### src/rtl/cnt_tick_gen_pkg.sv
// Shared types and default widths for the cnt_tick_gen tick generator.
package cnt_tick_gen_pkg;

  localparam int TICK_N     = 7;
  localparam int TICK_DIV_W = 8;

  typedef enum logic [1:0] {
    IDLE  = 2'd0,
    ARMED = 2'd1,
    RUN   = 2'd2,
    DONE  = 2'd3
  } tick_state_t;

endpackage

### src/rtl/cnt_tick_gen_if.sv
// Configuration / control / status bundle of cnt_tick_gen.
// The master side configures and starts bursts; the slave side (generator) reports status.
interface cnt_tick_gen_if
  import cnt_tick_gen_pkg::*;
#(
  parameter int N     = TICK_N,
  parameter int DIV_W = TICK_DIV_W
);

  logic             cfg_valid;
  logic             cfg_ready;
  logic [DIV_W-1:0] cfg_div;
  logic [N-1:0]     cfg_burst;
  logic             start;
  logic             stop;
  logic             en;
  logic             busy;
  logic             done;
  logic [N-1:0]     tick_cnt;

  modport master (
    output cfg_valid, cfg_div, cfg_burst, start, stop,
    input  cfg_ready, en, busy, done, tick_cnt
  );

  modport slave (
    input  cfg_valid, cfg_div, cfg_burst, start, stop,
    output cfg_ready, en, busy, done, tick_cnt
  );

endinterface

### src/rtl/cnt_tick_gen_prescaler.sv
// Tick prescaler: pre counts 0..div_q while running and flags the tick on the top value.
module tick_prescaler
  import cnt_tick_gen_pkg::*;
#(
  parameter int DIV_W = TICK_DIV_W
) (
  input  logic             clk,
  input  logic             rst,
  input  logic             clr,
  input  logic             run,
  input  logic [DIV_W-1:0] div_q,
  output logic             tick
);

  logic [DIV_W-1:0] pre_r;
  logic             at_top_s;

  assign at_top_s = (pre_r == div_q);

  // Prescaler count: cleared outside RUN so every burst starts from zero
  always_ff @(posedge clk or negedge rst) begin
    if (!rst) begin
      pre_r <= {DIV_W{1'b0}};
    end else if (clr) begin
      pre_r <= {DIV_W{1'b0}};
    end else if (run) begin
      pre_r <= at_top_s ? {DIV_W{1'b0}} : (pre_r + {{(DIV_W-1){1'b0}}, 1'b1});
    end else begin
      pre_r <= pre_r;
    end
  end

  assign tick = run && at_top_s;

endmodule

### src/rtl/cnt_tick_gen.sv
// cnt_tick_gen: issues bursts of evenly spaced single-cycle enables for a downstream counter.
// Build option CNT_TICK_GEN_AUTORELOAD_EN: after DONE the same burst restarts instead of idling.
module cnt_tick_gen
  import cnt_tick_gen_pkg::*;
#(
  parameter int N     = TICK_N,
  parameter int DIV_W = TICK_DIV_W
) (
  input logic           clk,
  input logic           rst,
  cnt_tick_gen_if.slave tg
);

  tick_state_t      state_r;
  logic [DIV_W-1:0] div_q_r;
  logic [N-1:0]     burst_q_r;
  logic [N-1:0]     tick_cnt_r;
  logic [N-1:0]     tick_nxt_s;
  logic             run_s;
  logic             clr_s;
  logic             tick_s;
  logic             last_tick_s;

  assign run_s = (state_r == RUN);
  assign clr_s = !run_s;

  tick_prescaler #(.DIV_W(DIV_W)) u_pre (
    .clk   (clk),
    .rst   (rst),
    .clr   (clr_s),
    .run   (run_s),
    .div_q (div_q_r),
    .tick  (tick_s)
  );

  // Next tick count (wraps modulo 2^N) and final-tick detection; burst 0 never ends
  always_comb begin
    tick_nxt_s  = tick_cnt_r + {{(N-1){1'b0}}, 1'b1};
    last_tick_s = 1'b0;
    if (tick_s && (burst_q_r != {N{1'b0}}) && (tick_nxt_s == burst_q_r)) begin
      last_tick_s = 1'b1;
    end else begin
      last_tick_s = 1'b0;
    end
  end

  // Control FSM with configuration registers and burst tick counter
  always_ff @(posedge clk or negedge rst) begin
    if (!rst) begin
      state_r    <= IDLE;
      div_q_r    <= {DIV_W{1'b0}};
      burst_q_r  <= {N{1'b0}};
      tick_cnt_r <= {N{1'b0}};
    end else begin
      case (state_r)
        IDLE: begin
          if (tg.cfg_valid) begin
            div_q_r    <= tg.cfg_div;
            burst_q_r  <= tg.cfg_burst;
            tick_cnt_r <= {N{1'b0}};
            state_r    <= ARMED;
          end
        end
        ARMED: begin
          if (tg.stop) begin
            state_r <= IDLE;
          end else if (tg.start) begin
            state_r <= RUN;
          end
        end
        RUN: begin
          // A tick coinciding with stop is still counted; stop beats completion
          if (tick_s) begin
            tick_cnt_r <= tick_nxt_s;
          end
          if (tg.stop) begin
            state_r <= IDLE;
          end else if (last_tick_s) begin
            state_r <= DONE;
          end
        end
        DONE: begin
`ifdef CNT_TICK_GEN_AUTORELOAD_EN
          tick_cnt_r <= {N{1'b0}};
          state_r    <= RUN;
`else
          state_r    <= IDLE;
`endif
        end
        default: begin
          state_r <= IDLE;
        end
      endcase
    end
  end

  assign tg.cfg_ready = (state_r == IDLE);
  assign tg.busy      = (state_r == ARMED) || (state_r == RUN);
  assign tg.done      = (state_r == DONE);
  assign tg.en        = tick_s;
  assign tg.tick_cnt  = tick_cnt_r;

endmodule
### src/flat_wrapper.sv
// flat-port wrapper written by rule: the top's interface ports become plain ports
module cnt_tick_gen_flat import cnt_tick_gen_pkg::*;
#(
  parameter int N     = TICK_N,
  parameter int DIV_W = TICK_DIV_W
)
  (clk, rst, tg_cfg_valid, tg_cfg_div, tg_cfg_burst, tg_start, tg_stop, tg_cfg_ready, tg_en, tg_busy, tg_done, tg_tick_cnt);
  cnt_tick_gen_if #(.N(N), .DIV_W(DIV_W)) tg_i ();
  input logic clk;
  input logic rst;
  input wire logic [$bits(tg_i.cfg_valid)-1:0] tg_cfg_valid;
  input wire logic [$bits(tg_i.cfg_div)-1:0] tg_cfg_div;
  input wire logic [$bits(tg_i.cfg_burst)-1:0] tg_cfg_burst;
  input wire logic [$bits(tg_i.start)-1:0] tg_start;
  input wire logic [$bits(tg_i.stop)-1:0] tg_stop;
  output wire logic [$bits(tg_i.cfg_ready)-1:0] tg_cfg_ready;
  output wire logic [$bits(tg_i.en)-1:0] tg_en;
  output wire logic [$bits(tg_i.busy)-1:0] tg_busy;
  output wire logic [$bits(tg_i.done)-1:0] tg_done;
  output wire logic [$bits(tg_i.tick_cnt)-1:0] tg_tick_cnt;
  assign tg_i.cfg_valid = tg_cfg_valid;
  assign tg_i.cfg_div = tg_cfg_div;
  assign tg_i.cfg_burst = tg_cfg_burst;
  assign tg_i.start = tg_start;
  assign tg_i.stop = tg_stop;
  assign tg_cfg_ready = tg_i.cfg_ready;
  assign tg_en = tg_i.en;
  assign tg_busy = tg_i.busy;
  assign tg_done = tg_i.done;
  assign tg_tick_cnt = tg_i.tick_cnt;
  cnt_tick_gen #(.N(N), .DIV_W(DIV_W)) u_core (.clk(clk), .rst(rst), .tg(tg_i));
endmodule
### config.mk
export PLATFORM = sky130hd
export DESIGN_NAME = cnt_tick_gen_flat
export DESIGN_NICKNAME = d
export VERILOG_FILES = /design/src/rtl/cnt_tick_gen_pkg.sv /design/src/rtl/cnt_tick_gen_if.sv /design/src/rtl/cnt_tick_gen_prescaler.sv /design/src/rtl/cnt_tick_gen.sv /design/src/flat_wrapper.sv
export SDC_FILE = /design/constraint.sdc
export NUM_CORES = 1
export LEC_CHECK = 0
export CAP_MARGIN = 20
export CORE_ASPECT_RATIO = 0.6
export CORE_MARGIN = 1.5
export CORE_UTILIZATION = 40
export DETAILED_ROUTE_END_ITERATION = 8
export DONT_BUFFER_PORTS = 1
export GPL_TIMING_DRIVEN = 0
export MAX_ROUTING_LAYER = met4
export PLACE_DENSITY_LB_ADDON = 0.12
export SLEW_MARGIN = 20
export SYNTH_ARGS = -nofsm -noshare
export SYNTH_HDL_FRONTEND = slang
export SYNTH_SLANG_ARGS = --single-unit
### constraint.sdc
create_clock -name clk -period 1.8 [get_ports clk]
set_input_delay 0.18 -clock clk [delete_from_list [all_inputs] [get_ports clk]]
set_output_delay 0.18 -clock clk [all_outputs]
set_load 0.02 [all_outputs]
After elaboration in Yosys (flattened, before gate mapping)
Index checks and enable logic that the tools add are counted.
- reduce and logical (&&, ||, !) cells: 10
- mux-type cells: 12
- add/sub/neg operators: 2
- eq/ne operators: 9
- operators by type and width (operator ; count):
    two-way mux 8 bit ; 2
    two-way mux 7 bit ; 2
    case mux 7 bit (2 select lines) ; 1
    two-way mux 2 bit ; 5
    adder 8 x 1 -> 8 bit, second input constant ; 1
    equality test 8 bit ; 1
    case mux 2 bit (4 select lines) ; 1
    adder 7 x 1 -> 7 bit, second input constant ; 1
    equality test 7 bit ; 1
    nonzero test 7 bit ; 1
    AND reduction 3 bit ; 2
    equality test 2 bit, second input constant ; 2
    logical AND 1 bit ; 3
    != test 3 x 2 -> 1 bit, second input constant ; 1
    != test 3 bit, second input constant ; 1
    equality test 2 x 1 -> 1 bit, second input constant ; 1
    logical NOT 2 bit ; 1
    != test 2 x 1 -> 1 bit, second input constant ; 1
    != test 2 bit, second input constant ; 1
    AND reduction 2 bit ; 1
    nonzero test 2 bit ; 1
    logical OR 1 bit ; 1
    two-way mux 1 bit ; 1
- bits in registers: 32
- output and inout port bits: 11
- bits of input ports: 20

Depth between registers and ports, before layout
- depth in word-level cells: 8
- mapped depth: 7
- gate-level depth less buffers: 7

By module
From an unflattened synthesis, not the netlist that was laid out.
- cells, all modules: 191
- area, all modules: 1958.1 um^2
- modules (own cells, without submodules) (module ; area each (um^2) ; instances ; cells each ; sequential area each (um^2)):
    cnt_tick_gen ; 1427.6 ; 1 ; 133 ; 600.6
    tick_prescaler ; 530.5 ; 1 ; 58 ; 200.2

Worst setup path before layout
OpenSTA, ideal clock, no wires.
- path kind: register to register
- from: register u_core.tick_cnt_r[0], in the netlist u_core.tg.tick_cnt[0]
- to: register u_core.state_r[1]
- setup slack: -0.052 ns
- arrival: 1.773 ns
- clock period less this slack: 1.852 ns
- cell stages (with the launch flop): 7
- required time: 1.721 ns
- path buffers: 0
- cells stage by stage: dfrtp_1 > ha_1 > nor3b_1 > o21a_1 > o31ai_1 > o41ai_2 > mux2i_1
- longest elaborated chain between the ends: 6
- ends and longest elaborated chain (element ; RTL line ; text):
    start: declaration ; cnt_tick_gen.sv:17 ; logic [N-1:0] tick_cnt_r;
    start signal: assignment ; cnt_tick_gen.sv:53 ; tick_cnt_r <= {N{1'b0}};
    start signal: assignment ; cnt_tick_gen.sv:60 ; tick_cnt_r <= {N{1'b0}};
    start signal: assignment ; cnt_tick_gen.sv:74 ; tick_cnt_r <= tick_nxt_s;
    adder 7 x 1 -> 7 bit ; cnt_tick_gen.sv:38 ; tick_nxt_s = tick_cnt_r + {{(N-1){1'b0}}, 1'b1};
    equality test 7 bit ; cnt_tick_gen.sv:40 ; if (tick_s && (burst_q_r != {N{1'b0}}) && (tick_nxt_s == burst_q_r)) begin
    logical AND 1 bit ; cnt_tick_gen.sv:40 ;
    two-way mux 1 bit ; cnt_tick_gen.sv:40 ;
    != test 3 x 2 -> 1 bit (no source line) ; n/a ;
    AND reduction 3 bit (no source line) ; n/a ;
    end signal: assignment ; cnt_tick_gen.sv:50 ; state_r <= IDLE;
    end signal: assignment ; cnt_tick_gen.sv:61 ; state_r <= ARMED;
    end signal: assignment ; cnt_tick_gen.sv:66 ; state_r <= IDLE;
    end: declaration ; cnt_tick_gen.sv:14 ; tick_state_t state_r;
Every way passes these cells.
A chain may end at the register's enable or synchronous reset.

Worst setup path after layout
- from: register u_core.state_r[0]
- to: register u_core.state_r[1]
- longest elaborated chain between the ends: 7
- ends and longest elaborated chain (element ; RTL line ; text):
    equality test 2 bit ; cnt_tick_gen.sv:24, cnt_tick_gen.sv:55 ;
    logical AND 1 bit ; cnt_tick_gen_prescaler.sv:33 ; assign tick = run && at_top_s;
    logical AND 1 bit (2 in a row) ; cnt_tick_gen.sv:40 ;
    two-way mux 1 bit ; cnt_tick_gen.sv:40 ;
    != test 3 x 2 -> 1 bit (no source line) ; n/a ;
    AND reduction 3 bit (no source line) ; n/a ;
Several ways; a longest one is shown, not always the timed one.

==> metrics.log <==
INFO  metric run_status = complete, but fails checks
INFO  metric violations_in_the_final_reports = setup timing
INFO  metric detailed_place_hpwl = 2890 um
INFO  metric arrival = roughly 2.2 ns
INFO  metric grt_first_pass_wirelength = approximately 6400 um
INFO  metric drt.antenna.violating_nets = 0
INFO  metric clock.fmax = roughly 510 MHz
INFO  metric design.final.nets = roughly 220
INFO  metric drv.max_cap_violation_count = 0
INFO  metric buffers_and_inverters_on_the_worst_path = 2
INFO  metric timing.final.max_slew_violations = 0
INFO  metric worstHoldEndpoint = u_core.div_q_r[5]
INFO  metric synthesis.instances = 166
INFO  metric cp_num_cells = 6
INFO  metric ys_seq_area_share = between 40% and 50%
INFO  metric clk_transition_reported_paths = about 0.070 ns
INFO  metric hp-class = input port to register
INFO  metric reg2regPathDepth = 6
INFO  metric cts_max_level = 2
INFO  metric standard_cell_core_area = 4120 um^2
INFO  metric slew_of_the_pin_with_the_lowest_slew_margin = 0.360 ns
INFO  metric port_buffers = 0
INFO  metric drc_errors = 0
INFO  metric most-common-layout-cells = sky130_fd_sc_hd__dfrtp_1, sky130_fd_sc_hd__buf_4, sky130_fd_sc_hd__mux2_2
INFO  metric first_iteration_detailed_routing_drc_count = roughly 150
INFO  metric clkSinkCount = 32
INFO  metric rel_slew_slack = between 70% and 80%
INFO  metric final_common_cell = sky130_fd_sc_hd__dfrtp_1
INFO  metric clock_latency = between 0.2 and 0.3 ns
INFO  metric layout-area-overhead-vs-synth = 29.7%
INFO  metric start_util = about two fifths
INFO  metric route.detailed.wl_per_inst = 16.3 um
INFO  metric antenna_cells = 0
INFO  metric final_layout_size_suffix_gt1_share = about two fifths
INFO  metric synth_top_cell_by_area = sky130_fd_sc_hd__dfrtp_1
INFO  metric crit-reg2reg-capture = u_core.state_r[1]
INFO  metric overflow = 0
INFO  metric tritoncts_clock_tree = yes
INFO  metric die_area = ~4700 um^2
INFO  metric grt_start_max_net_pins = 33
INFO  metric clock_path_buffers = 2
INFO  metric finalClockSkew = between 0.009 and 0.01 ns
INFO  metric crit_path_start_kind = register
INFO  metric post_synth_instance_area = around 1700 um^2
INFO  metric dieHeight = 53.7 um
INFO  metric vias_in_the_first_global_route = 1280
INFO  metric synth_fp_nets = 192
INFO  metric detail_route.vias_per_cell = approximately 5.3
INFO  metric grtUsageTotal = between 10% and 20%
INFO  metric wl = between 4000 and 5000 um
INFO  metric longest_individual_stage_delay_on_the_worst_path = around 0.44 ns
INFO  metric timing_hold_violations_final = 0
INFO  metric std_cell_rows = 18
INFO  metric required = ~2.0 ns
INFO  metric syn_area_per_cell = between 10 and 15 um^2
INFO  metric worst_setup_path_end_kind = register
INFO  metric final_period_minus_worst_setup_slack = a little under 2 ns
INFO  metric path_class = register to register
INFO  metric hold_path_depth = 1
INFO  metric timing.critical_path.fanout_max = 5
INFO  metric die_w = around 88 um
INFO  metric routabilityCongestion = ~0.84
INFO  metric hold_start = tg_cfg_div[5]
INFO  metric synth.distinct_cells = 33
INFO  metric power.density_cell_area = roughly 1400 nW/um^2
INFO  metric yosys_register_bits = 32
INFO  metric firstDrtPassIters = 4
INFO  metric final-setup-viol-count = 5
INFO  metric setup_repair_after_global_routing_missed_its_margin = yes
INFO  metric reg2reg_setup_slack = -0.17 ns
INFO  metric ys_top_cells_by_area = sky130_fd_sc_hd__dfrtp_1, sky130_fd_sc_hd__mux2_2, sky130_fd_sc_hd__xnor2_1
INFO  metric cp_cell_sequence = inv_2, ha_4, inv_1, or3_4, o41ai_4, mux2i_1
INFO  metric synth_largest_type_area_fraction = between 40 and 50%
INFO  metric count_of_pins_on_the_block_boundary = 31
INFO  metric power.ir.vdd_worst = around 0.65 mV
INFO  metric post_route_fraction_of_the_period_consumed_by_the_critical_path = 110%
INFO  metric critPathTopFamily = simple AND/OR/NAND/NOR gates
INFO  metric antenna_found_initial = 0
INFO  metric finalWorstSetupSlack = -0.174 ns
INFO  metric cts_made_buffers = 5
INFO  metric synth.yosys.warnings = 0
INFO  metric finalSetupTns = -0.395 ns
INFO  metric totalPowerFinal = between 3 and 4 mW
INFO  metric ctsRootBufferMaster = sky130_fd_sc_hd__clkbuf_8
INFO  metric total_leakage_power = roughly 0.92 nW
INFO  metric timing.critical_path.slowest_stage_cell = sky130_fd_sc_hd__or3_4
INFO  metric vias = approximately 1300
INFO  metric worstReg2RegStart = u_core.state_r[0]
## worst max path at each step
stage / endpoint / slack [ns] / startpoint
final: u_core.state_r[1] / -0.17 / u_core.state_r[0]
after global placement: u_core.tg.tick_cnt[6] / -0.34 / u_core.u_pre.pre_r[6]
after floorplan: u_core.state_r[1] / -0.006 / u_core.tg.tick_cnt[1]
after global routing: u_core.state_r[1] / -0.28 / u_core.tg.tick_cnt[0]
after detailed placement: u_core.tg.tick_cnt[4] / -0.36 / u_core.u_pre.pre_r[0]
after CTS: u_core.state_r[1] / -0.18 / u_core.tg.tick_cnt[0]
## where the power goes
group | internal [mW] | switching, mW
logic | 0.634 | 0.614
registers | 0.939 | 0.246
clock network | 0.410 | 0.263
## area by class of cell
class	instances	area, um^2
multi-input combinational	118	1000
inverter	9	36.3
buffer	6	35.0
tap	60	75.1
timing repair buffer	19	159
sequential	32	813
clock buffer	6	72.6
clock inverter	2	35.0
fill	368	1890
## through the flow
stage                     cells  utilization, %  hold slack [ns]  setup slack (ns)  instance area (um^2)
after floorplan             166               -           -0.116          -0.00569                  1720
after global placement      226            43.5           -0.115            -0.338                  1790
after detailed placement    226            43.5           -0.115            -0.364                  1790
after CTS                   240            49.9           0.0344            -0.180                  2060
after global routing        252            54.0           0.0334            -0.277                  2230
final                       252            54.0           0.0423            -0.174                  2230
## synth_stat cells
| cell type | n |
|---|---|
| sky130_fd_sc_hd__mux2i_1 | 1 |
| sky130_fd_sc_hd__a31oi_1 | 4 |
| sky130_fd_sc_hd__ha_1 | 6 |
| sky130_fd_sc_hd__nor2_1 | 13 |
| sky130_fd_sc_hd__a2111oi_1 | 1 |
| sky130_fd_sc_hd__buf_2 | 1 |
| sky130_fd_sc_hd__a41oi_1 | 1 |
| sky130_fd_sc_hd__nand2b_1 | 2 |
| sky130_fd_sc_hd__o22a_1 | 1 |
| sky130_fd_sc_hd__o21ai_0 | 5 |
| sky130_fd_sc_hd__nor2b_1 | 2 |
| sky130_fd_sc_hd__nor3_1 | 1 |
| sky130_fd_sc_hd__a21oi_1 | 4 |
| sky130_fd_sc_hd__o21a_1 | 1 |
| sky130_fd_sc_hd__o21ai_1 | 6 |
| sky130_fd_sc_hd__nand4_1 | 5 |
| sky130_fd_sc_hd__o31ai_1 | 1 |
| sky130_fd_sc_hd__nor3b_1 | 1 |
| sky130_fd_sc_hd__or3_1 | 2 |
| sky130_fd_sc_hd__nand2_1 | 6 |
| sky130_fd_sc_hd__xor2_1 | 8 |
| sky130_fd_sc_hd__and3_1 | 3 |
| sky130_fd_sc_hd__inv_1 | 9 |
| sky130_fd_sc_hd__dfrtp_1 | 32 |
| sky130_fd_sc_hd__mux2_2 | 15 |
| sky130_fd_sc_hd__a31o_2 | 1 |
| sky130_fd_sc_hd__and2_1 | 2 |
| sky130_fd_sc_hd__xnor2_1 | 13 |
| sky130_fd_sc_hd__nor4_1 | 1 |
| sky130_fd_sc_hd__nand3_1 | 10 |
| sky130_fd_sc_hd__o41ai_2 | 1 |
| sky130_fd_sc_hd__a2bb2oi_1 | 1 |
| sky130_fd_sc_hd__clkbuf_1 | 6 |
## repair_timing
| item | 4_1_cts | 5_1_grt |
|---|---|---|
| hold buffers | 2 | 0 |
| setup endpoints to repair | 20 | 20 |
| buffers inserted | 5 | 11 |
| endpoints found under the hold margin | 32 | 0 |
| cloned | 0 | 1 |
| gates resized for setup | 27 | 22 |
| pin swaps | 6 | 7 |
## cells by family (layout without fill, tap and decap cells)
logic type,Yosys count,in the layout,synth area share (%)
simple gates,48,48,14.0
mux,16,16,10.4
fa+ha+maj,6,6,4.37
buf+inv,16,42,3.57
xor+xnor,21,21,10.7
compound gates,27,27,10.3
flops,32,32,46.6
## worst reg2reg max path, delay by kind of cell (launching register included)
kind | cells | cell delay [ns]
adder cells (fa/ha/maj) | 1 | 0.17
AND/OR/NAND/NOR | 1 | 0.44
multiplexers | 1 | 0.23
AO/OA/AOI/OAI | 1 | 0.41
flip-flops | 1 | 0.42
buffers and inverters | 2 | 0.23
## sequential cells by signal, indices dropped and copies added, names as in the netlist
| signal | cells |
|---|---|
| u_core.u_pre.pre_r | 8 |
| u_core.tg.tick_cnt | 7 |
| u_core.state_r | 2 |
| u_core.div_q_r | 8 |
| u_core.burst_q_r | 7 |
## metal layers
layer  vias up  share of wire (%)  track usage (%)
met5         -                  0                -
met2        44                 42             26.7
met3         5                6.5             5.37
li1        631                  -                -
met1       657                 51             27.7
met4         0               0.75             7.14
(Power assumes the default switching activity.)
